===== src/rtl/bram_stream_reader.sv =====
// Streams a BRAM port-B word range as bytes (MSB first) on a valid/ready link to the UART transmitter.
// Define BRAM_STREAM_CHECKSUM_EN to append a 16-bit sum of the streamed words after the data bytes.
module bram_stream_reader #(
    parameter int ADDR_W     = 12,
    parameter int DATA_W     = 16,
    parameter int RD_LATENCY = 1
) (
    input  logic              clk,
    input  logic              rst,
    input  logic              start,
    input  logic [ADDR_W-1:0] base_addr,
    input  logic [ADDR_W:0]   len,
    output logic [ADDR_W-1:0] addrb,
    input  logic [DATA_W-1:0] doutb,
    output logic [7:0]        tx_data,
    output logic              tx_valid,
    input  logic              tx_ready,
    output logic              busy,
    output logic              done
);

    typedef enum logic [2:0] {
        IDLE  = 3'd0,
        FETCH = 3'd1,
        WAIT  = 3'd2,
        HI    = 3'd3,
        LO    = 3'd4,
`ifdef BRAM_STREAM_CHECKSUM_EN
        CK_HI = 3'd5,
        CK_LO = 3'd6,
`endif
        FIN   = 3'd7
    } state_t;

    localparam logic [1:0]        LAT_LAST = 2'(RD_LATENCY - 1);
    localparam logic [ADDR_W-1:0] ADDR_ONE = {{(ADDR_W-1){1'b0}}, 1'b1};
    localparam logic [ADDR_W:0]   CNT_ONE  = {{ADDR_W{1'b0}}, 1'b1};
    localparam logic [ADDR_W:0]   CNT_ZERO = {(ADDR_W+1){1'b0}};

`ifdef BRAM_STREAM_CHECKSUM_EN
    function automatic logic [15:0] csum_add(input logic [15:0] acc, input logic [15:0] word);
        return acc + word;
    endfunction
`endif

    state_t              state_r, state_s;
    logic [ADDR_W-1:0]   addr_r, addr_s;
    logic [ADDR_W:0]     cnt_r, cnt_s;
    logic [DATA_W-1:0]   word_r, word_s;
    logic [1:0]          lat_r, lat_s;
    logic [7:0]          tx_data_r, tx_data_s;
    logic                tx_valid_r, tx_valid_s;
    logic                busy_r, busy_s;
    logic                done_r, done_s;
    logic                hs_s;
`ifdef BRAM_STREAM_CHECKSUM_EN
    logic [15:0]         csum_r, csum_s;
`endif

    assign addrb    = addr_r;
    assign tx_data  = tx_data_r;
    assign tx_valid = tx_valid_r;
    assign busy     = busy_r;
    assign done     = done_r;

    // Next-state, datapath updates and next values of the registered outputs
    always_comb begin
        state_s   = state_r;
        addr_s    = addr_r;
        cnt_s     = cnt_r;
        word_s    = word_r;
        lat_s     = lat_r;
        tx_data_s = tx_data_r;
`ifdef BRAM_STREAM_CHECKSUM_EN
        csum_s    = csum_r;
`endif
        hs_s      = tx_valid_r & tx_ready;

        case (state_r)
            IDLE: begin
                if (start) begin
                    addr_s = base_addr;
                    cnt_s  = len;
`ifdef BRAM_STREAM_CHECKSUM_EN
                    csum_s = 16'h0000;
`endif
                    if (len == CNT_ZERO) begin
`ifdef BRAM_STREAM_CHECKSUM_EN
                        state_s   = CK_HI;
                        tx_data_s = 8'h00;
`else
                        state_s   = FIN;
`endif
                    end else begin
                        state_s = FETCH;
                    end
                end else begin
                    state_s = IDLE;
                end
            end
            FETCH: begin
                lat_s   = 2'd0;
                state_s = WAIT;
            end
            // addrb has been stable since FETCH; doutb is valid after RD_LATENCY WAIT cycles
            WAIT: begin
                if (lat_r == LAT_LAST) begin
                    word_s    = doutb;
                    tx_data_s = doutb[15:8];
                    state_s   = HI;
                end else begin
                    lat_s = lat_r + 2'd1;
                end
            end
            HI: begin
                if (hs_s) begin
                    tx_data_s = word_r[7:0];
                    state_s   = LO;
                end else begin
                    state_s = HI;
                end
            end
            LO: begin
                if (hs_s) begin
                    cnt_s  = cnt_r - CNT_ONE;
                    addr_s = addr_r + ADDR_ONE;
`ifdef BRAM_STREAM_CHECKSUM_EN
                    csum_s = csum_add(csum_r, word_r);
`endif
                    if (cnt_r == CNT_ONE) begin
`ifdef BRAM_STREAM_CHECKSUM_EN
                        state_s   = CK_HI;
                        tx_data_s = csum_s[15:8];
`else
                        state_s   = FIN;
`endif
                    end else begin
                        state_s = FETCH;
                    end
                end else begin
                    state_s = LO;
                end
            end
`ifdef BRAM_STREAM_CHECKSUM_EN
            CK_HI: begin
                if (hs_s) begin
                    tx_data_s = csum_r[7:0];
                    state_s   = CK_LO;
                end else begin
                    state_s = CK_HI;
                end
            end
            CK_LO: begin
                if (hs_s) begin
                    state_s = FIN;
                end else begin
                    state_s = CK_LO;
                end
            end
`endif
            FIN: begin
                state_s = IDLE;
            end
            default: begin
                state_s = IDLE;
            end
        endcase

        case (state_s)
            HI, LO:       tx_valid_s = 1'b1;
`ifdef BRAM_STREAM_CHECKSUM_EN
            CK_HI, CK_LO: tx_valid_s = 1'b1;
`endif
            default:      tx_valid_s = 1'b0;
        endcase

        busy_s = (state_s != IDLE);
        done_s = (state_r == FIN);
    end

    // State, datapath and output registers
    always_ff @(posedge clk or posedge rst) begin
        if (rst) begin
            state_r    <= IDLE;
            addr_r     <= {ADDR_W{1'b0}};
            cnt_r      <= CNT_ZERO;
            word_r     <= {DATA_W{1'b0}};
            lat_r      <= 2'd0;
            tx_data_r  <= 8'h00;
            tx_valid_r <= 1'b0;
            busy_r     <= 1'b0;
            done_r     <= 1'b0;
`ifdef BRAM_STREAM_CHECKSUM_EN
            csum_r     <= 16'h0000;
`endif
        end else begin
            state_r    <= state_s;
            addr_r     <= addr_s;
            cnt_r      <= cnt_s;
            word_r     <= word_s;
            lat_r      <= lat_s;
            tx_data_r  <= tx_data_s;
            tx_valid_r <= tx_valid_s;
            busy_r     <= busy_s;
            done_r     <= done_s;
`ifdef BRAM_STREAM_CHECKSUM_EN
            csum_r     <= csum_s;
`endif
        end
    end

endmodule


===== config.mk =====
export PLATFORM = sky130hd
export DESIGN_NAME = bram_stream_reader
export DESIGN_NICKNAME = d
export VERILOG_FILES = /design/src/rtl/bram_stream_reader.sv
export SDC_FILE = /design/constraint.sdc
export NUM_CORES = 1
export LEC_CHECK = 0
export BUFFER_PORTS_ARGS = -buffer_cell sky130_fd_sc_hd__buf_4
export CORE_MARGIN = 2
export CORE_UTILIZATION = 25
export DETAILED_ROUTE_END_ITERATION = 6
export HOLD_SLACK_MARGIN = 0.02
export PLACE_DENSITY = 0.41
export SYNTH_ARGS = -nofsm -noshare
export SYNTH_HDL_FRONTEND = slang
export SYNTH_SLANG_ARGS = --single-unit

===== constraint.sdc =====
create_clock -name clk -period 3.7 [get_ports clk]
set_clock_uncertainty 0.2 [all_clocks]
set_input_delay 0.555 -clock clk [delete_from_list [all_inputs] [get_ports clk]]
set_output_delay 0.555 -clock clk [all_outputs]
set_load 0.01 [all_outputs]

; ---- Word level (Yosys, flattened, before mapping)
; Cells that the tools add are included.
[totals]
reg_bits = 49
wordCells = 57
[classes]
n_reduce_logical = 12
bitwise_logic = 1
addsub = 3
muxes = 19
n_eq_ne = 13
[ops]
columns = operator, count
row1 = $mux 13, 2
row2 = $pmux 13 s2, 1
row3 = $mux 12, 2
row4 = $pmux 12 s2, 1
row5 = $mux 3, 6
row6 = $mux 8, 2
row7 = $pmux 8 s2, 1
row8 = $pmux 3 s5, 1
row9 = $eq 13x1->1 const B, 1
row10 = $logic_not 13->1, 1
row11 = $sub 13x1->13 const B, 1
row12 = $add 12x1->12 const B, 1
row13 = $ne 2x2->1 const B, 5
row14 = $eq 3x2->1 const B, 3
row15 = $eq 3x3->1 const B, 3
row16 = $reduce_and 3->1, 2
row17 = $reduce_bool 2->1, 3
row18 = $pmux 2 s2, 1
row19 = $reduce_and 2->1, 2
row20 = $eq 3x1->1 const B, 1
row21 = $logic_not 3->1, 1
row22 = $reduce_bool 3->1, 1
row23 = $add 2x1->2 const B, 1
row24 = $logic_not 2->1, 1
row25 = other kinds (4), 4

; ---- Logic depth before layout (Yosys ltp)
[logic_depth]
ltp_word = 7
mapped_depth = 8
depth_no_buf = 6

; ---- Least setup slack after synthesis
; No wires, ideal clock.
[synth_timing]
path_type = reg2reg
start = register cnt_r[0]
end = register cnt_r[10]
arrival_ns = 1.831
setup_ns = 0.063
required_time_ns = 3.437
path_buffers = 1
period_less_slack_ns = 2.094
stages_incl_launch_ff = 8
path_slack_ns = 1.606
path_cell_list = dfrtp_1 inv_1 ha_1 or3b_2 clkbuf_1 or3_1 a21oi_1 o22a_2
[synth_via]
elab_chain_len = 3
[synth_rtl]
columns = item, line
row1 = "start, declared", 48  ; logic [ADDR_W:0] cnt_r, cnt_s;
row2 = "start signal, assigned", 199  ; cnt_r <= cnt_s;
row3 = $sub 13x1->13, 125  ; cnt_s = cnt_r - CNT_ONE;
row4 = $mux 13, 124  ; if (hs_s) begin
row5 = $pmux 13 s2, 79  ; case (state_r)
; Every way passes these cells. The select of a mux whose other input is x is not followed.
; A chain may end at the register's enable or synchronous reset.

; ---- Final worst setup path
[layout_timing]
start = register state_r[2]
end = register addr_r[7], in the netlist addrb[7]
[layout_via]
elab_chain_len = 3
elab_cells_between_ends = 7
classes_between = eq/ne (3) / mux (1) / reduce/logical (3)
[layout_rtl]
columns = item, line
row1 = "start, declared", 46  ; state_t state_r, state_s;
row2 = "start signal, assigned", 197  ; state_r <= state_s;
row3 = $eq 3x3->1 / $logic_not 3->1 (equally long branches), 79
row4 = $ne 2x2->1 (no source line) / $reduce_bool 2->1 (equally long branches), -
row5 = $reduce_and 3->1 (no source line), -
row6 = "end signal, assigned", 185  ; addr_r <= {ADDR_W{1'b0}};
row7 = "end signal, assigned", 198  ; addr_r <= addr_s;
row8 = "end, declared", 47  ; logic [ADDR_W-1:0] addr_r, addr_s;
; Several ways; a longest one is shown, not always the timed one.

==> results.toml <==
[outcome]
run_status = "complete, no violations"

[yosys]
synth-seq-area-share_pct = 45.3
synth.ff_latch_count = 49
syn_area_per_cell_um2 = 9.25
synthArstFlopShare_pct = 100
post_synth_num_cell_types = 53
syn_area_um2 = 2710
synthCells = 293
netlist.top_cell.by_area = "dfrtp_1"
synthesis.nets = 342
most_common_flop_cell_mapped_by_yosys = "dfrtp_1"
synth_top_cells_by_area = "dfrtp_1, a21oi_1, o21ai_0"
synth_edf_count = 0
synth-warning-count = 0
synth_top_area_share_pct = 45.3

[setup_path]
cp-end-kind = "flop"
r2r.worst_path.cells = 5
critical_path_required_ns = 3.67
timing.critical_path.arrival_ns = 2.47
timing.setup.critical_path_class = "flop to flop"
setup.worst_path.start_class = "flop"
critical_path_peak_fanout = 26

[power_and_ir_drop]
power_frac_comb_pct = 43.6
power_frac_seq_pct = 42.6
power_switching_uw = 1050
switching_share_pct = 41.6
vdd.ir_drop.worst_mv = 0.241
part_of_the_total_power_dissipated_in_the_clock_network_pct = 13.8
power_report.internal_total_uw = 1470
power_density_nw_per_um2 = 733
power_leakage_uw = 0.00144

[timing]
layout_worst_path_cycle_share_pct = 67.6
period_needed_ns = 2.50
fmax_mhz = 400
tightest_pin_transition_ns = 0.843
setup-violations-final = 0
finalHoldViolCount = 0
timing.slew.headroom_pct = 43.8
finalHoldWorstSlack_ns = 0.186
pnr_worst_setup_slack_ns = 1.20
rsz_0062_raised_after_global_routing = "no"
final.setup.tns_ns = 0
final-max-slew-violation-count = 0

[clock_tree]
latest_clock_arrival_within_the_worst_skew_pair_ns = 0.31
tritoncts = "yes"
worst_setup_hold_path_clk_slew_ns = 0.11
holdBufCountCts = 0
clk_root_buffer_cell = "clkbuf_8"
cts_resized = 0
cts_made_buffers = 5
htreeDepth = 2
clockBufferDepth = 2
post-cts-setup-buffer-count = 0
tritoncts_num_sinks = 49

[placed_design]
placed_cell_area_um2 = 3340
portBuffers = 67
worst_slack_at_placement_ns = 1.24
post-dp-hpwl_um = 5420
place_congestion = 0.757

[layout]
final.fill_count = 1152
stdcell_area_um2 = 3430
mostFrequentLayoutCells = "buf_4, dfrtp_1, a21oi_1"
areaGrowthSynthToFinish_pct = 26.7
diodes = 0
regArea_um2 = 1230
final_net_count = 399
layout.cells.most_common = "buf_4"
drive_gt1_share_pct = 28.5
multiInputGateArea_um2 = 1370

[global_routing]
first_global_vias = 2420
global_route_wire_length_before_repair_um = 12600
maximum_number_of_pins_on_one_net_before_global_route_repair = 35
groute.usage.overall_pct = 13.6
number_of_antenna_violations_at_the_first_check_in_global_routing = 0
globalRoute.totalOverflow = 0

[flow_run]
drv_cap = 0

[floorplanning]
start_util_pct = 25.3
die-width_um = 108
placeable_core_region_um2 = 10700
io_pins = 68
total_die_area_um2 = 11700
row_count = 38
dieHeight_um = 108

[detailed_routing]
drt_iter0_markers = 121
drt-vias-per-instance = 4.98
detail_route.wl_per_cell_um = 15.9
via_count = 2445
routed_wirelength_um = 7810
drcViolationCount = 0
antenna_left = 0
detailedRoute.firstPassIterationCount = 4

[worst_hold_path]
worstHoldPathType = "input port to async pin"
## final cells by class
class,count,area share (%)
Multi-Input combinational cell,215,39.8
Sequential cell,49,35.7
Timing Repair Buffer,73,16.0
Tap cell,140,5.10
Clock buffer,5,2.00
Clock inverter,3,0.729
Inverter,6,0.656
## synth_stat cells, types with 2 or more instances
| master | number |
|---|---|
| nor4_1 | 8 |
| and4_1 | 3 |
| nand2_1 | 19 |
| a2bb2oi_1 | 4 |
| a21oi_1 | 31 |
| mux2i_1 | 8 |
| dfrtp_1 | 49 |
| mux2_2 | 8 |
| inv_1 | 6 |
| a22oi_1 | 5 |
| nor2_1 | 27 |
| nor3_1 | 7 |
| o211ai_1 | 6 |
| or2_2 | 3 |
| nand3_1 | 6 |
| o221ai_1 | 2 |
| nand4_1 | 3 |
| o22ai_1 | 4 |
| buf_2 | 9 |
| o2bb2ai_1 | 5 |
| clkbuf_1 | 13 |
| a32oi_1 | 3 |
| o21ai_0 | 26 |
| a31oi_1 | 3 |
| and3_1 | 3 |
| or4_1 | 2 |
| ha_1 | 4 |
## sequential cells by signal, summed over array words and instances (netlist names)
register,count
done,1
tx_valid,1
word_r,8
cnt_r,13
tx_data,8
addrb,12
busy,1
state_r,3
lat_r,2
## stage by stage
step / util, % / instances / total power [µW]
after floorplan: - / 293 / 1740
after global placement: 31.2 / 483 / 2190
after detailed placement: 31.2 / 483 / 2200
after CTS: 32.1 / 491 / 2560
after global routing: 32.1 / 491 / 2740
final: 32.1 / 491 / 2520
## path summary, 6_finish.rpt
check | endpoint | startpoint | slack (ns)
min in group clk | word_r[3] | doutb[3] | 0.26
setup / recovery | addrb[7] | state_r[2] | 1.20
max in group asynchronous | lat_r[0] | rst | 2.37
hold / removal | word_r[7] | rst | 0.19
hold reg to reg | lat_r[0] | lat_r[0] | 0.30
setup reg to reg | addrb[7] | state_r[2] | 1.20
## critical path, stage by stage, from the launching register on
cell and delay [ns]:
dfrtp_1 0.66, or3b_1 0.75, buf_4 0.33, a41o_1 0.21, a21oi_1 0.14, a21oi_1 0.05
## power groups by stage
stage / Clock, µW / Sequential [µW] / Combinational, µW
finish: 348 / 1070 / 1100
global route: 394 / 1120 / 1230
CTS: 368 / 1070 / 1120
detailed placement: 0 / 1090 / 1110
global placement: 0 / 1080 / 1110
floorplan: 0 / 1020 / 715
## cells by family (layout without fill, tap and decap cells)
kind of cell / count (synthesis) / count (layout) / synth area share (%)
buf+inv: 29 / 87 / 4.71
simple gates: 96 / 96 / 18.9
fa+ha+maj: 4 / 4 / 1.85
flops: 49 / 49 / 45.3
compound gates: 99 / 99 / 23.0
mux: 16 / 16 / 6.28
## layer usage
layer	up-vias	wire length, µm	global-route usage [%]
li1	1210	-	-
met1	1153	3910	19.7
met2	75	3400	21.0
met3	7	432	2.89
met4	0	61	2.84
met5	-	0	0
Power figures use the tool's default switching activity.
